File: src/rtl/axi_buffer_rab_ft.sv
// Valid/ready channel buffer for the RAB AXI slave path. It supports any depth of 2 or more
// and an optional zero-latency fall-through, and provides flush, fill level and almost flags.
module axi_buffer_rab_ft #(
    parameter int DATA_WIDTH      = 64,
    parameter int BUFFER_DEPTH    = 4,
    parameter int FALL_THROUGH    = 0,
    parameter int ALMOST_FULL_TH  = BUFFER_DEPTH - 1,
    parameter int ALMOST_EMPTY_TH = 1,
    localparam int PTR_W = (BUFFER_DEPTH > 2) ? $clog2(BUFFER_DEPTH) : 1,
    localparam int CNT_W = $clog2(BUFFER_DEPTH + 1)
) (
    input  logic                  clk,
    input  logic                  rstn,
    input  logic                  flush,
    input  logic                  valid_in,
    input  logic [DATA_WIDTH-1:0] data_in,
    output logic                  ready_out,
    output logic [DATA_WIDTH-1:0] data_out,
    output logic                  valid_out,
    input  logic                  ready_in,
    output logic [CNT_W-1:0]      fill_level,
    output logic                  almost_full,
    output logic                  almost_empty
);

    // Handshake: a beat moves on an edge where valid and ready are both high on that side.
    // ready_out never looks at ready_in, so a full buffer turns away a push even while it pops.
    // flush forces both ready_out and valid_out low.

    logic [DATA_WIDTH-1:0] storage [BUFFER_DEPTH];
    logic [PTR_W-1:0]      wr_ptr;
    logic [PTR_W-1:0]      rd_ptr;
    logic [CNT_W-1:0]      cnt;

    logic full;
    logic empty;
    logic push;
    logic pop;
    logic ft_empty;
    logic bypass;

    function automatic logic [PTR_W-1:0] ptr_inc(input logic [PTR_W-1:0] p);
        ptr_inc = (p == PTR_W'(BUFFER_DEPTH - 1)) ? '0 : p + PTR_W'(1);
    endfunction

    assign full      = (cnt == CNT_W'(BUFFER_DEPTH));
    assign empty     = (cnt == '0);
    assign ft_empty  = (FALL_THROUGH != 0) && empty;
    assign ready_out = !full && !flush;
    assign valid_out = ft_empty ? (valid_in && !flush) : (!empty && !flush);

    always_comb begin
        data_out = '0;
        if (valid_out) begin
            data_out = ft_empty ? data_in : storage[rd_ptr];
        end
    end

    assign push   = valid_in && ready_out;
    assign pop    = valid_out && ready_in;
    // An empty fall-through buffer hands the beat straight on without touching storage.
    assign bypass = ft_empty && push && pop;

    always_ff @(posedge clk) begin
        if (push && !bypass) begin
            storage[wr_ptr] <= data_in;
        end
    end

    always_ff @(posedge clk or negedge rstn) begin
        if (!rstn) begin
            wr_ptr <= '0;
            rd_ptr <= '0;
            cnt    <= '0;
        end else if (flush) begin
            wr_ptr <= '0;
            rd_ptr <= '0;
            cnt    <= '0;
        end else if (!bypass) begin
            if (push) begin
                wr_ptr <= ptr_inc(wr_ptr);
            end
            if (pop) begin
                rd_ptr <= ptr_inc(rd_ptr);
            end
            if (push && !pop) begin
                cnt <= cnt + CNT_W'(1);
            end else if (pop && !push) begin
                cnt <= cnt - CNT_W'(1);
            end
        end
    end

    assign fill_level   = cnt;
    assign almost_full  = (cnt >= CNT_W'(ALMOST_FULL_TH));
    assign almost_empty = (cnt <= CNT_W'(ALMOST_EMPTY_TH));

endmodule

File: config.mk
export PLATFORM = sky130hd
export DESIGN_NAME = axi_buffer_rab_ft
export DESIGN_NICKNAME = d
export VERILOG_FILES = /design/src/rtl/axi_buffer_rab_ft.sv
export SDC_FILE = /design/constraint.sdc
export NUM_CORES = 1
export LEC_CHECK = 0
export BUFFER_PORTS_ARGS = -buffer_cell sky130_fd_sc_hd__clkbuf_2
export CAP_MARGIN = 30
export CORE_MARGIN = 5
export CORE_UTILIZATION = 50
export CTS_CLUSTER_DIAMETER = 40
export CTS_CLUSTER_SIZE = 30
export DETAILED_ROUTE_END_ITERATION = 12
export PLACE_DENSITY = 0.81
export SLEW_MARGIN = 20
export SYNTH_ARGS = -nofsm -noshare
export SYNTH_HDL_FRONTEND = slang
export SYNTH_SLANG_ARGS = --single-unit
File: constraint.sdc
create_clock -name clk -period 4.3 [get_ports clk]
set_input_delay 0.43 -clock clk [delete_from_list [all_inputs] [get_ports clk]]
set_output_delay 0.43 -clock clk [all_outputs]
set_load 0.02 [all_outputs]
; Yosys cells after proc, flatten, opt, wreduce, memory -nomap -nowiden
; Memories as Yosys holds them, arrays and structs flattened.
; Cells that the tools add are included.
[totals]
regBits = 7
ram_bits = 256
elab_cells = 40
n_memories = 1
[op_classes]
n_addsub = 4
order_cmp = 2
eq_ne = 3
mux = 12
reduce_logical = 15
[memory_table]
columns = name, depth, width, read_ports, rd_clocked_by_memory_dff, wr, line
row1 = storage, 4, 64, 1, 0, 1, 30  ; logic [DATA_WIDTH-1:0] storage [BUFFER_DEPTH];
[ops]
columns = op, n
row1 = 2-to-1 mux 64 bit, 1
row2 = 2-to-1 mux 2 bit, 6
row3 = 2-to-1 mux 3 bit, 3
row4 = logical AND 1 bit, 6
row5 = zero test 1 bit, 5
row6 = adder 2 x 1 -> 2 bit (second input constant), 2
row7 = == test 2 bit (second input constant), 2
row8 = nonzero test 2 bit, 2
row9 = adder 3 x 1 -> 3 bit (second input constant), 1
row10 = == test 3 bit (second input constant), 1
row11 = greater-or-equal comparator 3 x 2 -> 1 bit (second input constant), 1
row12 = less-or-equal comparator 3 x 1 -> 1 bit (second input constant), 1
row13 = zero test 3 bit, 1
row14 = nonzero test 3 bit, 1
row15 = subtractor 3 x 1 -> 3 bit (second input constant), 1
row16 = 2-to-1 mux 1 bit, 2

; Logic depth before layout (Yosys ltp)
[logic_depth]
word_depth = 9
ltp_mapped = 7
depth_no_buf = 6

; Least setup slack after synthesis
; Ideal clock, no wire load.
[synth_timing]
kind = flip-flop to flip-flop
start = register cnt[0], in the netlist fill_level[0]
end = memory storage[0][0] (enable)
setup_ns = 0.429
arrival_ns = 2.889
required_time_ns = 3.871
slack_ns = 0.982
path_stages_with_launch = 5
n_path_buf = 0
path_cell_list = dfrtp_1 > inv_1 > ha_1 > a21oi_2 > and3_1
[synth_via]
elab_chain_len = 6
[synth_lines]
columns = element, line
row1 = from (decl), 33  ; logic [CNT_W-1:0] cnt;
row2 = from (signal assigned), 87  ; cnt <= cnt + CNT_W'(1);
row3 = from (signal assigned), 89  ; cnt <= cnt - CNT_W'(1);
row4 = == test 3 bit, 46  ; assign full = (cnt == CNT_W'(BUFFER_DEPTH));
row5 = zero test 1 bit, 49  ; assign ready_out = !full && !flush;
row6 = logical AND 1 bit, 49
row7 = via ready_out, 17  ; output logic ready_out,
row8 = logical AND 1 bit, 59  ; assign push = valid_in && ready_out;
row9 = 2-to-1 mux 1 bit, 65  ; if (push && !bypass) begin
row10 = 2-to-1 mux 1 bit (implied by the code), 66  ; storage[wr_ptr] <= data_in;
row11 = to (decl), 30
; The timed path passes the listed nets, and every way through them passes these cells.

; Worst setup path after layout
[layout_timing]
start = register rd_ptr[0]
end = output data_out[34]
[layout_via]
elab_chain_len = 2
[layout_lines]
columns = element, line
row1 = from (decl), 32  ; logic [PTR_W-1:0] rd_ptr;
row2 = from (signal assigned), 84  ; rd_ptr <= ptr_inc(rd_ptr);
row3 = memory read (4 x 64 bit), n/a
row4 = 2-to-1 mux 64 bit, 54  ; if (valid_out) begin
row5 = to (decl), 18  ; output logic [DATA_WIDTH-1:0] data_out,
; Every way passes these cells.

==> metrics.yaml <==
timing:
  final_min_period_over_clock_period_pct: 73.0
  min_period_ns: 3.14
  timing.slew.headroom_pct: 51.4
  unrepaired_setup_endpoints_after_global_routing: "false"
  fmax_mhz: 318
  setup_viol_count_final: 0
  final.setup_skew_ns: 0.00971
  timing_worst_slew_pin_value_ns: 0.729
  slew_viol_final: 0
  setup-tns-final_ns: 0
  hold_violations: 0
floorplanning:
  design.die.area_mm2: 0.0235
  die_w_um: 153
  ioPinCount: 140
  initial_core_util_pct: 50.8
  chipHeight_um: 153
  core_outline_area_mm2: 0.0202
  std_cell_rows: 52
worst_setup_path:
  startpoint: "rd_ptr[0]"
  path_class: "reg2out"
  regToRegSetupSlack_ns: 1.82
  endpoint_kind: "output pin"
  ff2ff_path_depth: 5
  worst-endpoint-required_ns: 3.87
  r2r-end: "storage[3][30]"
  worst_r2r_startpoint: "fill_level[1]"
  start_kind: "flip-flop"
  worst-path-max-fanout: 37
  arrival_ns: 2.71
grt:
  grt_pass1_wl_um: 32300
  antenna_violations_before_repair: 0
  grt_start_max_net_pins: 69
  grtUsageTotal_pct: 17.2
  grt_overflow_total: 0
  first_global_vias: 5760
min_path:
  holdPathStages: 1
  min_to: "storage[0][19]"
  hold_path_class: "in2reg"
  hold_path_startpoint: "data_in[19]"
cts:
  cts_tree: "built"
  cts_buffers: 31
  number_of_clock_sinks_seen_by_cts: 263
  cts_htree_levels: 1
  post_cts_resize_count: 0
  cts.root.buffer_cell: "clkbuf_16"
  clock_pin_slew_reported_for_the_worst_setup_and_hold_paths_after_clock_tree_synthesis_ns: 0.06
  clock_insertion_delay_worst_skew_ns: 0.54
  clock_tree_buf_depth: 3
synth:
  synth_top_cell_area_share_pct: 74.8
  netlist_top_cells_area: "edfxtp_1 75%, mux4_2 14%, and3_1 4.3%"
  syn-instance-count: 477
  seq_area_frac_synth_pct: 76.5
  synth-edff-count: 256
  yosysWarningCount: 0
  ys.flop_type: "edfxtp_1"
  synth_nets: 556
  synth_area_leader_cell: "edfxtp_1"
  synth_seq_cells: 263
  mappedNetlistArea_mm2: 0.0103
  share_of_flip_flops_with_an_asynchronous_set_or_reset_pct: 2.66
  syn_area_per_cell_um2: 21.5
  yosys.cell_types.count: 29
finish:
  area.growth.synth_to_final_pct: 20.8
  post_route_cells_drive_above_1_share_pct: 41.9
  finalNetCount: 706
  num_antenna_cells: 0
place:
  io_buffer_count: 139
  globalplace.congestion: 0.732
  dpl.hpwl_um: 11900
power_and_ir_drop:
  vdd_ir_drop_max_uv: 344
  p_leak_nw: 4.49
  cellPowerDensity_mw_per_mm2: 581
  power.total_mw: 7.22
drt:
  vias_per_cell: 5.65
  route.detailed.wl_per_inst_um: 22.0
  drtIter0Drc: 356
  route.final.wire_length_um: 20300
  routed-via-count: 5205
  drt_pass1_iterations: 4
  ant_nets: 0
  drt_drc_violations_left: 0
outcome:
  run_status: "finished, final reports clean"
flow_run:
  cap_violations: 0
-- cell type report --
| cell class | count | area, µm² |
|---|---|---|
| Sequential cell | 263 | 7870 |
| Fill cell | 1394 | 7820 |
| Multi-Input combinational cell | 178 | 2250 |
| Timing Repair Buffer | 147 | 883 |
| Clock buffer | 32 | 779 |
| Tap cell | 270 | 338 |
| Clock inverter | 26 | 269 |
| Inverter | 6 | 22.5 |
-- worst max-delay path by stage --
stage,endpoint,slack [ns],depth (start not counted)
floorplan,storage[0][0],0.98,4
global placement,data_out[63],1.58,5
detailed placement,data_out[34],1.62,4
CTS,data_out[34],1.04,4
global route,data_out[60],0.93,4
finish,data_out[34],1.16,4
-- layout by cell type, fill, tap and decap left out, types with 3 or more instances in the layout --
cell type / count
and3_4: 4
a21oi_1: 4
clkbuf_16: 31
clkinvlp_4: 3
inv_6: 6
clkinv_2: 4
ha_1: 10
and3_1: 66
edfxtp_1: 256
buf_16: 5
clkbuf_2: 139
clkinv_1: 5
inv_1: 5
bufinv_16: 4
mux4_2: 64
nor2_1: 6
o31ai_1: 3
nand3_1: 3
dfrtp_1: 5
clkinv_4: 4
-- logic make-up after synthesis --
kind of cell	share of synthesized area [%]
flops	76.5
fa+ha+maj	1.22
simple gates	5.00
buf+inv	1.86
mux	14.1
compound gates	1.10
xor+xnor	0.171
-- flip-flops by register name (all words and copies together), names as in the netlist --
signal and cells:
storage 256, fill_level 3, rd_ptr 2, wr_ptr 2
-- per-stage QoR --
stage,instance area [µm²],util [%],std cells,hold slack (ns),setup WS (ns)
2_1_floorplan,10300,-,477,0.134,0.982
3_3_place_gp,11200,55.3,857,0.273,1.58
3_5_place_dp,11300,56.0,862,0.278,1.62
4_1_cts,12400,61.2,921,0.0870,1.04
5_1_grt,12400,61.3,922,0.0841,0.934
6_report,12400,61.3,922,0.109,1.16
-- worst max-delay path, cell delays in order (launching register included) --
cell      delay (ns)
dfrtp_4         0.85
buf_12          0.38
mux4_2          0.55
and3_1          0.21
clkbuf_2        0.16
-- routing by layer --
metal / global-route usage, % / part of all wire, %
met5: 0 / 0
met4: 4.29 / 1.6
met3: 4.24 / 7.3
met2: 28.7 / 51
met1: 23.2 / 40
-- Yosys cell counts (all sizes together), types with 3 or more instances --
library cell	count
edfxtp	256
and3	70
mux4	64
buf	16
clkbuf	14
ha	10
dfrtp	7
inv	6
nor2	6
a21oi	5
nand3	3
o31ai	3
-- report_power, final --
part,switching (mW),internal (mW)
Sequential,0.123,2.93
Combinational,0.894,0.685
Clock,1.01,1.58
-- what timing repair did --
| item | in CTS | in global routing |
|---|---|---|
| endpoints found under the hold margin | 7 | 0 |
| buffers inserted | 0 | 0 |
| hold buffers | 1 | 0 |
| endpoints found under the setup margin | 0 | 0 |
Note: power is estimated with default switching activity, not from simulation.
